File: src/rtl/ovi_issue_queue.sv
`default_nettype none
// ============================================================================
// Module   : ovi_issue_queue
// Purpose  : Core-to-vector-unit issue FIFO with credit-based dispatch,
//            outstanding-instruction tracking and completion forwarding.
//            Instructions are queued from the core and dispatched to the
//            vector unit one per cycle while issue credits remain. Each
//            dispatch consumes one credit and adds one outstanding
//            instruction. The vector unit hands credits back on issue_credit
//            and retires instructions on vu_completed_valid. Each retirement
//            is forwarded to the core one cycle later.
// Ports    :
//   CLK, RST                 clock, asynchronous active-high reset
//   in_valid/in_ready        core-side issue handshake
//   in_instr/opnd/vl/sew/wb  instruction fields written at the FIFO tail
//   issue_valid + issue_*    dispatch of the FIFO head (no downstream ready)
//   issue_credit             one credit returned per high cycle
//   vu_completed_valid/data  completion from the vector unit
//   core_completed_valid/data registered completion towards the core
//   flush                    drop every undispatched entry
//   idle                     FIFO empty and nothing outstanding
//   credit_err, cmpl_err     sticky protocol-error flags (cleared by RST)
// Params   : DEPTH (power of two, >= 2), CREDITS (1..15), INSTR_W, OPND_W,
//            VL_W, SEW_W
// Revision : 1.0 - initial release
// ============================================================================
module ovi_issue_queue #(
  parameter int DEPTH   = 4,
  parameter int CREDITS = 4,
  parameter int INSTR_W = 32,
  parameter int OPND_W  = 64,
  parameter int VL_W    = 14,
  parameter int SEW_W   = 2
) (
  input  logic               CLK,
  input  logic               RST,
  // core-side issue request
  input  logic               in_valid,
  input  logic [INSTR_W-1:0] in_instr,
  input  logic [OPND_W-1:0]  in_opnd,
  input  logic [VL_W-1:0]    in_vl,
  input  logic [SEW_W-1:0]   in_sew,
  input  logic               in_wb,
  output logic               in_ready,
  // dispatch to vector unit
  output logic               issue_valid,
  output logic [INSTR_W-1:0] issue_instr,
  output logic [OPND_W-1:0]  issue_opnd,
  output logic [VL_W-1:0]    issue_vl,
  output logic [SEW_W-1:0]   issue_sew,
  output logic               issue_wb,
  input  logic               issue_credit,
  // completions
  input  logic               vu_completed_valid,
  input  logic [OPND_W-1:0]  vu_completed_data,
  output logic               core_completed_valid,
  output logic [OPND_W-1:0]  core_completed_data,
  // control / status
  input  logic               flush,
  output logic               idle,
  output logic               credit_err,
  output logic               cmpl_err
);

  localparam int c_PW = (DEPTH > 1) ? $clog2(DEPTH) : 1;
  localparam int c_CW = $clog2(DEPTH + 1);
  localparam int c_OW = $clog2(CREDITS + 1);
  localparam int c_EW = INSTR_W + OPND_W + VL_W + SEW_W + 1;

  localparam logic [c_CW-1:0] c_DEPTH   = c_CW'(DEPTH);
  localparam logic [c_CW-1:0] c_CNT_ONE = c_CW'(1);
  localparam logic [c_PW-1:0] c_PTR_ONE = c_PW'(1);
  localparam logic [3:0]      c_CREDITS = 4'(CREDITS);
  localparam logic [3:0]      c_CRD_ONE = 4'd1;
  localparam logic [c_OW-1:0] c_OUT_ONE = c_OW'(1);

  // --------------------------------------------------------------------------
  // State
  // --------------------------------------------------------------------------
  logic [c_EW-1:0]   r_mem [DEPTH];
  logic [c_PW-1:0]   r_wr_ptr;
  logic [c_PW-1:0]   r_rd_ptr;
  logic [c_CW-1:0]   r_count;
  logic [3:0]        r_credits;
  logic [c_OW-1:0]   r_outstanding;
  logic              r_credit_err;
  logic              r_cmpl_err;
  logic              r_cc_valid;
  logic [OPND_W-1:0] r_cc_data;

  // --------------------------------------------------------------------------
  // Handshake decode (all from registered state plus current inputs)
  // --------------------------------------------------------------------------
  logic w_push;
  logic w_pop;
  logic w_credit_over;
  logic w_cmpl_ok;
  logic w_cmpl_bad;

  // in_ready looks only at the registered count: a pop in the same cycle
  // does not open a slot until the next edge.
  assign in_ready    = (r_count < c_DEPTH);
  assign w_push      = in_valid && in_ready && !flush;
  assign issue_valid = (r_count != '0) && (r_credits != '0) && !flush;
  // No downstream ready: every issue_valid cycle is a transfer.
  assign w_pop       = issue_valid;

  // A return with a simultaneous dispatch is a net no-op, so only a lone
  // return at the full credit level is an overflow.
  assign w_credit_over = issue_credit && !w_pop && (r_credits == c_CREDITS);

  // A completion is legitimate if something is in flight, including the
  // instruction being dispatched this very cycle.
  assign w_cmpl_ok  = vu_completed_valid && ((r_outstanding != '0) || w_pop);
  assign w_cmpl_bad = vu_completed_valid && !w_cmpl_ok;

  // --------------------------------------------------------------------------
  // FIFO storage (no reset; the head is only meaningful under issue_valid)
  // --------------------------------------------------------------------------
  always_ff @(posedge CLK) begin
    if (w_push) begin
      r_mem[r_wr_ptr] <= {in_instr, in_opnd, in_vl, in_sew, in_wb};
    end
  end

  assign {issue_instr, issue_opnd, issue_vl, issue_sew, issue_wb} = r_mem[r_rd_ptr];

  // --------------------------------------------------------------------------
  // Pointers and occupancy
  // --------------------------------------------------------------------------
  always_ff @(posedge CLK or posedge RST) begin
    if (RST) begin
      r_wr_ptr <= '0;
      r_rd_ptr <= '0;
      r_count  <= '0;
    end else if (flush) begin
      // Push and pop are both blocked during flush, so the queue simply
      // restarts from slot 0.
      r_wr_ptr <= '0;
      r_rd_ptr <= '0;
      r_count  <= '0;
    end else begin
      // DEPTH is a power of two, so pointer wrap is the natural overflow.
      if (w_push) begin
        r_wr_ptr <= r_wr_ptr + c_PTR_ONE;
      end
      if (w_pop) begin
        r_rd_ptr <= r_rd_ptr + c_PTR_ONE;
      end
      case ({w_push, w_pop})
        2'b10:   r_count <= r_count + c_CNT_ONE;
        2'b01:   r_count <= r_count - c_CNT_ONE;
        default: r_count <= r_count;
      endcase
    end
  end

  // --------------------------------------------------------------------------
  // Issue credits
  // --------------------------------------------------------------------------
  always_ff @(posedge CLK or posedge RST) begin
    if (RST) begin
      r_credits    <= c_CREDITS;
      r_credit_err <= 1'b0;
    end else begin
      if (issue_credit && !w_pop && !w_credit_over) begin
        r_credits <= r_credits + c_CRD_ONE;
      end else if (w_pop && !issue_credit) begin
        r_credits <= r_credits - c_CRD_ONE;
      end
      if (w_credit_over) begin
        r_credit_err <= 1'b1;
      end
    end
  end

  // --------------------------------------------------------------------------
  // Outstanding instructions and completion forwarding
  // --------------------------------------------------------------------------
  always_ff @(posedge CLK or posedge RST) begin
    if (RST) begin
      r_outstanding <= '0;
      r_cmpl_err    <= 1'b0;
      r_cc_valid    <= 1'b0;
      r_cc_data     <= '0;
    end else begin
      if (w_pop && !w_cmpl_ok) begin
        r_outstanding <= r_outstanding + c_OUT_ONE;
      end else if (w_cmpl_ok && !w_pop) begin
        r_outstanding <= r_outstanding - c_OUT_ONE;
      end
      if (w_cmpl_bad) begin
        r_cmpl_err <= 1'b1;
      end
      r_cc_valid <= w_cmpl_ok;
      if (w_cmpl_ok) begin
        r_cc_data <= vu_completed_data;
      end
    end
  end

  // --------------------------------------------------------------------------
  // Outputs
  // --------------------------------------------------------------------------
  assign core_completed_valid = r_cc_valid;
  assign core_completed_data  = r_cc_data;
  assign idle                 = (r_count == '0) && (r_outstanding == '0);
  assign credit_err           = r_credit_err;
  assign cmpl_err             = r_cmpl_err;

endmodule
`default_nettype wire

File: config.mk
export PLATFORM = sky130hd
export DESIGN_NAME = ovi_issue_queue
export DESIGN_NICKNAME = d
export VERILOG_FILES = /design/src/rtl/ovi_issue_queue.sv
export SDC_FILE = /design/constraint.sdc
export NUM_CORES = 1
export LEC_CHECK = 0
export ABC_CLOCK_PERIOD_IN_PS = 9510
export BUFFER_PORTS_ARGS = -buffer_cell sky130_fd_sc_hd__buf_4
export CAP_MARGIN = 20
export CORE_ASPECT_RATIO = 1.1
export CORE_UTILIZATION = 40
export DETAILED_ROUTE_END_ITERATION = 12
export PLACE_DENSITY = 0.71
export SYNTH_ARGS = -nofsm -noshare
export SYNTH_HDL_FRONTEND = slang
export SYNTH_SLANG_ARGS = --single-unit
File: constraint.sdc
create_clock -name CLK -period 9.51 [get_ports CLK]
set_clock_uncertainty 0.15 [all_clocks]
set_input_delay 0.951 -clock CLK [delete_from_list [all_inputs] [get_ports CLK]]
set_output_delay 0.951 -clock CLK [all_outputs]
set_load 0.02 [all_outputs]
==> results of run 1 <==
==> layout make-up <==
type / count / area (um2) / area share [%]
multi-input combinational: 259 / 4100 / 16.4
inverter: 8 / 37.5 / 0.150
clock inverter: 29 / 272 / 1.09
timing repair buffer: 375 / 2820 / 11.3
tap: 652 / 816 / 3.26
sequential: 533 / 15600 / 62.4
clock buffer: 67 / 1360 / 5.43
==> flip-flops by register name, indices dropped and copies added, names as in the netlist <==
signal and count:
r_rd_ptr 2, r_wr_ptr 2, r_credits 4, r_mem 452, r_count 3, r_outstanding 3
cmpl_err 1, credit_err 1, core_completed_data 64, core_completed_valid 1
==> cells by family after synthesis <==
family	count (synthesis)	synth area share, %
and+or+nand+nor	44	1.29
muxes	179	17.4
adders and majority gates	9	0.676
xor gates and xnor gates	7	0.376
DFF	533	78.1
AOI/OAI and AO/OA	20	0.727
buffers and inverters	44	1.47
==> worst reg2reg max path: cells and delay by family, from the launching register on <==
family | cells | cell delay (ns)
flip-flops | 1 | 0.46
AND/OR/NAND/NOR | 3 | 1.34
buffers and inverters | 1 | 0.83
==> placed cells by master, fill, tap and decap left out, types with 3 or more instances in the layout <==
master | Yosys | routed
sky130_fd_sc_hd__nand2_1 | 11 | 11
sky130_fd_sc_hd__nand3_1 | 5 | 5
sky130_fd_sc_hd__clkinv_2 | 0 | 4
sky130_fd_sc_hd__buf_4 | 0 | 375
sky130_fd_sc_hd__or4_1 | 3 | 3
sky130_fd_sc_hd__mux4_2 | 113 | 113
sky130_fd_sc_hd__clkinv_1 | 0 | 14
sky130_fd_sc_hd__and2_4 | 0 | 4
sky130_fd_sc_hd__fa_1 | 3 | 3
sky130_fd_sc_hd__clkbuf_16 | 0 | 52
sky130_fd_sc_hd__dfrtp_1 | 80 | 78
sky130_fd_sc_hd__clkinvlp_4 | 0 | 3
sky130_fd_sc_hd__edfxtp_1 | 452 | 452
sky130_fd_sc_hd__mux2_4 | 49 | 49
sky130_fd_sc_hd__xnor2_1 | 4 | 4
sky130_fd_sc_hd__inv_1 | 7 | 6
sky130_fd_sc_hd__or3_1 | 3 | 3
sky130_fd_sc_hd__ha_1 | 6 | 6
sky130_fd_sc_hd__a21oi_1 | 4 | 4
sky130_fd_sc_hd__clkbuf_1 | 12 | 15
sky130_fd_sc_hd__nor2_1 | 7 | 7
sky130_fd_sc_hd__mux2_2 | 17 | 17
sky130_fd_sc_hd__bufinv_16 | 0 | 3
sky130_fd_sc_hd__o21ai_0 | 4 | 4
==> how the worst max path moves through the flow <==
| stage | startpoint | endpoint | slack (ns) | cells past startpoint |
|---|---|---|---|---|
| floorplan | flush | r_mem[0][0] | 4.95 | 3 |
| global route | r_rd_ptr[0] | issue_instr[22] | 4.82 | 3 |
| CTS | r_rd_ptr[0] | issue_instr[22] | 4.95 | 3 |
| global placement | r_rd_ptr[0] | issue_instr[15] | 5.61 | 3 |
| detailed placement | r_rd_ptr[0] | issue_instr[22] | 5.60 | 3 |
| finish | r_rd_ptr[0] | issue_instr[22] | 5.11 | 3 |
==> where the power goes <==
group	switching [uW]	internal [uW]	total (uW)
Combinational	915	914	1830
Sequential	178	2760	2940
Clock	852	1100	1950
Total	1940	4770	6710
==> metrics by stage <==
step                cell area, um2  worst slack (ns)  hold slack, ns  total power [uW]  utilization [%]
finish                       25000              5.11           0.168              6710             50.9
floorplan                    20000              4.95           0.350              4130                -
CTS                          25000              4.95           0.130              6810             50.9
global placement             23400              5.61           0.305              4820             47.6
detailed placement           23400              5.60           0.324              4840             47.6
global route                 25000              4.82           0.150              6990             50.9
==> per-layer routing <==
metal  up-vias  wire (um)
met4         4        723
li1       4231          -
met1      5072      16600
met2       340      20200
met3        64       2990
met5         -         22
==> results, run 1 <==
- The number of rows created at floorplan is 85.
- The total overflow reported by the global router is 0.
- The path class of the tightest hold or removal check is in -> async.
- The top fanout value on the critical path is 48.
- CTS saw 533 sinks.
- After layout, the minimum clock period comes to 4.40 ns.
- The I/O pin count is 366.
- The area share of the leading cell type in the synthesized netlist is 67.9%.
- The reg-to-reg critical path endpoint is r_mem[2][28].
- In the synthesized netlist the dominant register cell turns out to be sky130_fd_sc_hd__edfxtp_1.
- The final-report max-slew violation count is 0.
- At the end of the flow, the number of nets in the layout was 1421.
- The total iterations of the first detailed-routing run is 5.
- The number of antenna violations at the first check in global routing came to 2.
- In the global route stage, met1 resource usage came out at 20.3%.
- Walking the worst path, the cells encountered are buf_4 > mux4_2 > buf_4.
- The number of hold-slack violations in the final timing report was 0.
- The cell family contributing the most delay on the critical path is flip-flops.
- From left edge to right edge, the die measures 215 um.
- From bottom edge to top edge, the die measures 236 um.
- The sequential element share of the synthesized area is 78.1%.
- The die covers 50800 um2.
- The buffering stage count on the worst path with inverters included is 2.
- The cell leakage power is 0.00900 uW.
- For this block, the via count after detailed routing is 9711.
- In this run the tightest slew margin relative to its limit is 26.9%.
- The number of nets in the synthesized netlist is 1028.
- The post-cts repair resize count is 0.
- The data required time at the worst endpoint is 8.41 ns.
- At the later pin of the worst-skew pair, clock insertion delay measures 0.59 ns.
- The slowest cell on the critical path is sky130_fd_sc_hd__dfrtp_4.
- In this run the remaining antenna-violating nets after routing total 0.
- The worst flop-to-flop path startpoint is r_count[2].
- The number of synthesized flops with an enable pin is 452.
- The number of synthesis warnings is 0.
- The tool flagged a number of max-cap violations equal to 0.
- The finished layout holds 1923 standard cells, fillers aside.
- The buffers inserted during post-CTS setup optimization is 0.
- Of the available clock period, the critical path in the final layout requires 46.3%.
- In this run the mean area of a mapped cell was 23.9 um2.
- The setup TNS is 0 ns.
- The arrival time of data at the critical path endpoint is 3.30 ns.
- The signed area change from the synthesized netlist to the final layout is 25.1%.
- The startpoint class of the critical path is a register.
- The total area inside the core boundary comes to 49100 um2.
- Counting stages on the worst path, the most repeated cell is sky130_fd_sc_hd__buf_4.
- In this run the clock root is driven by a sky130_fd_sc_hd__clkbuf_16.
- The number of diodes added for antenna fixing is 0.
- The iteration-0 DRC count of the detailed router is 501.
- By area the synthesized netlist is led by sky130_fd_sc_hd__edfxtp_1 68%, sky130_fd_sc_hd__mux4_2 13%, sky130_fd_sc_hd__dfrtp_1 10%.
- Entering global routing, the biggest net connects 72 pins.
- The fraction of layout cells with a size suffix above 1 is 50.0%.
- The fraction of registers with async set/reset is 15.2%.
- At the pin with the least slew margin, the transition time is 1.10 ns.
- The final count of negative-setup-slack endpoints is 0.
- The TritonCTS clock tree is built.
- Measured in cells, the most critical reg-to-reg path has a length of 4.
- In this run the most used layer during global routing was met2.
- The delay of the slowest cell on the worst path is 1.06 ns.
- The area of the mapped netlist is 20000 um2.
- In this run the deepest clock path goes through 3 buffers.
- The post-synthesis cell type with the largest combined area is sky130_fd_sc_hd__edfxtp_1.
- For this run, global-route usage on met3 was measured as 4.67%.
- Clock tree synthesis inserted a total of 52 buffers.
- Global routing used 26.4% of the available met2 tracks.
- The congestion estimate from routability-driven global placement came to 0.746.
- The run finished with clean final reports.
- After legalization and detailed placement, the total HPWL measured 25000 um.
- The first global-routing pass estimated 61300 um of wire.
- The category of the critical setup timing path is reg -> out.
- The worst-case IR drop observed on VDD is 0.000178 V.
- Sorting the synthesized cells by how often they occur yields 452 x sky130_fd_sc_hd__edfxtp_1, 113 x sky130_fd_sc_hd__mux4_2, 80 x sky130_fd_sc_hd__dfrtp_1, 49 x sky130_fd_sc_hd__mux2_4, 17 x sky130_fd_sc_hd__mux2_2.
- The count of buffers inserted at the top-level ports is 365.
- The number of levels the H-tree was split into is 2.
- The filler cells instantiated in the layout total 3917.
- The hold buffer count at cts is 0.
- The number of global-route vias before repair is 10500.
- The capturing element type of the critical path is an output port.
- After synthesis, the netlist uses 48 different library cells.
- sky130_fd_sc_hd__edfxtp_1 is the most common cell in the netlist.
- The cell count after synthesis came out at 836.
- Dividing the detail-routed wire length by the instance count gives 21.1 um.
- Setup repair after global routing left no endpoint under its margin.
- Synthesis inferred 533 register bits.
- Timing would allow up to 0.227 GHz.
- The final layout contains routed wiring with a total length of 40600 um.
- Dividing the detail-routed via count by the number of cells gives 5.05.
- After clock tree synthesis, the clock-pin slew on the worst setup and hold paths is 0.06 ns.
- In this run the register-to-register setup slack is 6.33 ns.
- The number of cells after detailed placement is 1827.
- The overall fraction of global-route tracks in use is 15.8%.
- The residual DRC count is 0.
- Once the floorplan was initialized, standard cells occupied 40.7% of the core.
- In this run the power density over the cells is 268 nW/um2.
(Power assumes the default switching activity.)
==> run 2: changes to the inputs <==
Settings changed: ABC_CLOCK_PERIOD_IN_PS 9510 to 3650, PLACE_DENSITY 0.71 to 0.73.
Clock period 9.51 ns to 3.65 ns, I/O delays scaled along.
==> run 2 against run 1 <==
  * Clock power grew to 2.8 times the previous value
  * Setup slack worse by 4.5 ns
  * Register-to-register slack got worse by 5.6 ns
  * Clock-buffer cell count fell by 5
  * Cell area grew 9.3%
  * First-iteration DRC count increased by 5.6%
  * Wire length increased by 10%
  * Global-route usage rose by 1.8 points
  * Via count grew 9.5%
  * Critical path type unchanged
==> results, run 2 (synthesis results as in run 1) <==
- The normalized max-slew margin is 40.9% (was 26.9%).
- The flip-flop count of the largest register, all copies and words added came to 452 (unchanged).
- The number of sinks handled by clock tree synthesis is 533 (unchanged).
- The I/O pin count came to 366 (unchanged).
- The fraction of layout cells with a size suffix above 1 came to 45.5% (was 50.0%).
- The number of buffers created by CTS is 53 (was 52).
- The final period utilization is 82.4%.
- The final HPWL from detailed placement is 26800 um (was 25000 um).
- The number of vias per cell was 4.98 (was 5.05).
- The worst flop-to-flop path startpoint is r_credits[1] (was r_count[2]).
- The deepest clock path buffer count came to 3 (unchanged).
- The count of nets left with antenna violations after detail routing is 0 (unchanged).
- The detailed-route via count was 10600 (was 9711).
- The routability-driven placement congestion ratio is 0.746 (about the same).
- The count of buffers inserted at the top-level ports is 365 (unchanged).
- The buffer type at the clock tree root was sky130_fd_sc_hd__clkbuf_16 (unchanged).
- The arrival time of data at the critical path endpoint is 2.49 ns (was 3.30 ns).
- The die extent in x was 215 um (unchanged).
- The slew at the pin closest to its max-slew limit came to 0.886 ns (was 1.10 ns).
- The top fanout value on the critical path is 26 (was 48).
- The worst hold path passes through 2 cells.
- The final routed wire length divided by cell count was 20.9 um (was 21.1 um).
- The global-route wire length before repair was 68500 um (was 61300 um).
- The number of antenna violations at the first check in global routing was 3 (was 2).
- The number of global-route vias before repair was 11900 (was 10500).
- The total iterations of the first detailed-routing run is 5 (unchanged).
- The pin count of the biggest net entering global routing was 50 (was 72).
- The post-cts repair resize count is 0 (unchanged).
- The commonest non-fill, non-tap cell in the layout was sky130_fd_sc_hd__edfxtp_1 (unchanged).
- The buffers inserted during post-CTS setup optimization was 0 (unchanged).
- The capturing element type of the critical path is an output port (unchanged).
- The final count of negative-setup-slack endpoints came to 0 (unchanged).
- Most frequent cells in the layout: 452 x sky130_fd_sc_hd__edfxtp_1, 384 x sky130_fd_sc_hd__buf_4, 182 x sky130_fd_sc_hd__dlygate4sd3_1 (was 452 x sky130_fd_sc_hd__edfxtp_1, 375 x sky130_fd_sc_hd__buf_4, 113 x sky130_fd_sc_hd__mux4_2).
- The insertion delay of the later-clocked pin in the worst-skew pair was 0.59 ns (about the same).
- The final-report max-slew violation count is 0 (unchanged).
- The startpoint class of the critical path is a register (unchanged).
- The residual DRC count is 0 (unchanged).
- The number of nets in the layout is 1629 (was 1421).
- The setup TNS is 0 ns (unchanged).
- The iteration-0 DRC count of the detailed router came to 529 (was 501).
- The TritonCTS clock tree is built (unchanged).
- Outcome: complete, no violations (unchanged).
- The number of max-cap violations is 0 (unchanged).
- The overall fraction of global-route tracks in use is 17.7% (was 15.8%).
- The end-of-flow core utilization came to 55.6% (was 50.9%).
- The reg-to-reg critical path endpoint is core_completed_data[61] (was r_mem[2][28]).
- The number of cells on the worst reg-to-reg path is 6 (was 4).
- The area of the multi-input gates is 4100 um2 (unchanged).
- The data required time at the worst endpoint is 3.13 ns (was 8.41 ns).
- The peak supply drop came to 0.000491 V (was 0.000178 V).
- The combined flip-flop and latch cell area is 15600 um2 (unchanged).
- The worst hold path endpoint is r_mem[0][8].
- The worst hold path startpoint is in_vl[5].
- The internal reg-to-reg setup slack was 0.72 ns (was 6.33 ns).
- The type of the most critical hold path is in -> reg (was in -> async).
- The number of fillers in the final layout is 3679 (was 3917).
- The post-route minimum period is 3.01 ns.
- The die area is 50800 um2 (unchanged).
- The category of the critical setup timing path is reg -> out (unchanged).
- Based on the critical path, the design can be clocked at up to 0.332 GHz.
- The power per standard cell area is 668 nW/um2 (was 268 nW/um2).
- The register bank with the most flops is r_mem (unchanged).
- The die boundary height is 236 um (unchanged).
- The final routed wirelength across all metal layers came to 44700 um (was 40600 um).
- RSZ-0062 raised after global routing: no (unchanged).
- The number of hold-slack violations in the final timing report is 0 (unchanged).
- The number of rows created at floorplan is 85 (unchanged).
- The total overflow reported by the global router was 0 (unchanged).
- The signed area change from the synthesized netlist to the final layout came to 36.8% (was 25.1%).
- The placeable core region is 49100 um2 (unchanged).
- The CTS clock-pin slew for the worst setup and hold paths is 0.06 ns (about the same).
- The cell leakage power is 0.0100 uW (was 0.00900 uW).
- The starting density of the core is 40.7% (unchanged).
- The number of levels the H-tree was split into was 2 (unchanged).
-- run 2: cell count changes in the layout (fill, tap and decap cells not counted), sizes merged --
| cell | delta |
|---|---|
| clkinvlp | -1 |
| clkbuf | -5 |
| buf | +25 |
| bufinv | +2 |
| clkinv | +4 |
| diode | +2 |
| inv | +3 |
| dlygate4sd3 | +182 |
-- run 2: power by group --
part | switching [uW] | internal (uW)
Sequential | 441 | 7190
Clock | 2300 | 3090
Combinational | 2590 | 2650
Total | 5330 | 12900
-- run 2: per-stage QoR --
stage | power (uW) | worst slack (ns) | hold WS (ns) | std cells | cell area, um2
global placement | 12700 | 0.832 | 0.321 | 1852 | 23800
global route | 18900 | 0.472 | 0.324 | 2133 | 27300
detailed placement | 12800 | 0.794 | 0.337 | 1852 | 23800
floorplan | 10700 | 0.872 | 0.314 | 836 | 20000
CTS | 18400 | 0.529 | 0.307 | 2133 | 27300
finish | 18300 | 0.642 | 0.349 | 2135 | 27300
-- run 2: worst max-delay path, stage by stage, from the launching register on --
cell and delay, ns:
sky130_fd_sc_hd__dfrtp_4 0.83, sky130_fd_sc_hd__buf_4 0.32, sky130_fd_sc_hd__mux4_2 0.55, sky130_fd_sc_hd__buf_4 0.18
-- run 2: layout make-up --
| type | instances | area share [%] |
|---|---|---|
| timing repair buffer | 582 | 18.4 |
| clock inverter | 37 | 1.34 |
| clock buffer | 62 | 5.05 |
| inverter | 8 | 0.137 |
| sequential | 533 | 57.1 |
| tap | 652 | 2.98 |
| multi-input combinational | 259 | 15.0 |
| antenna | 2 | 0.0183 |
-- run 2: what timing repair did --
action	in CTS	in global routing
hold endpoints to repair	565	0
hold buffers	182	0
endpoints found under the setup margin	0	0
-- run 2: routing by layer --
| metal | share of wire (%) | wire, um | track usage, % |
|---|---|---|---|
| met5 | 0.069 | 31 | 0 |
| met4 | 2.4 | 1090 | 5.44 |
| met3 | 7.0 | 3110 | 4.91 |
| met2 | 52 | 23200 | 31.1 |
| met1 | 39 | 17300 | 20.9 |
-- run 2: how the worst max path moves through the flow --
stage / from / to / slack [ns] / cells after the start
5_1_grt: r_rd_ptr[0] / issue_opnd[41] / 0.47 / 3
2_1_floorplan: r_count[2] / r_mem[0][0] / 0.87 / 3
6_report: r_rd_ptr[0] / issue_opnd[34] / 0.64 / 3
3_5_place_dp: r_credits[1] / core_completed_data[8] / 0.79 / 6
3_3_place_gp: r_credits[1] / core_completed_data[5] / 0.83 / 6
4_1_cts: r_rd_ptr[0] / issue_opnd[41] / 0.53 / 3
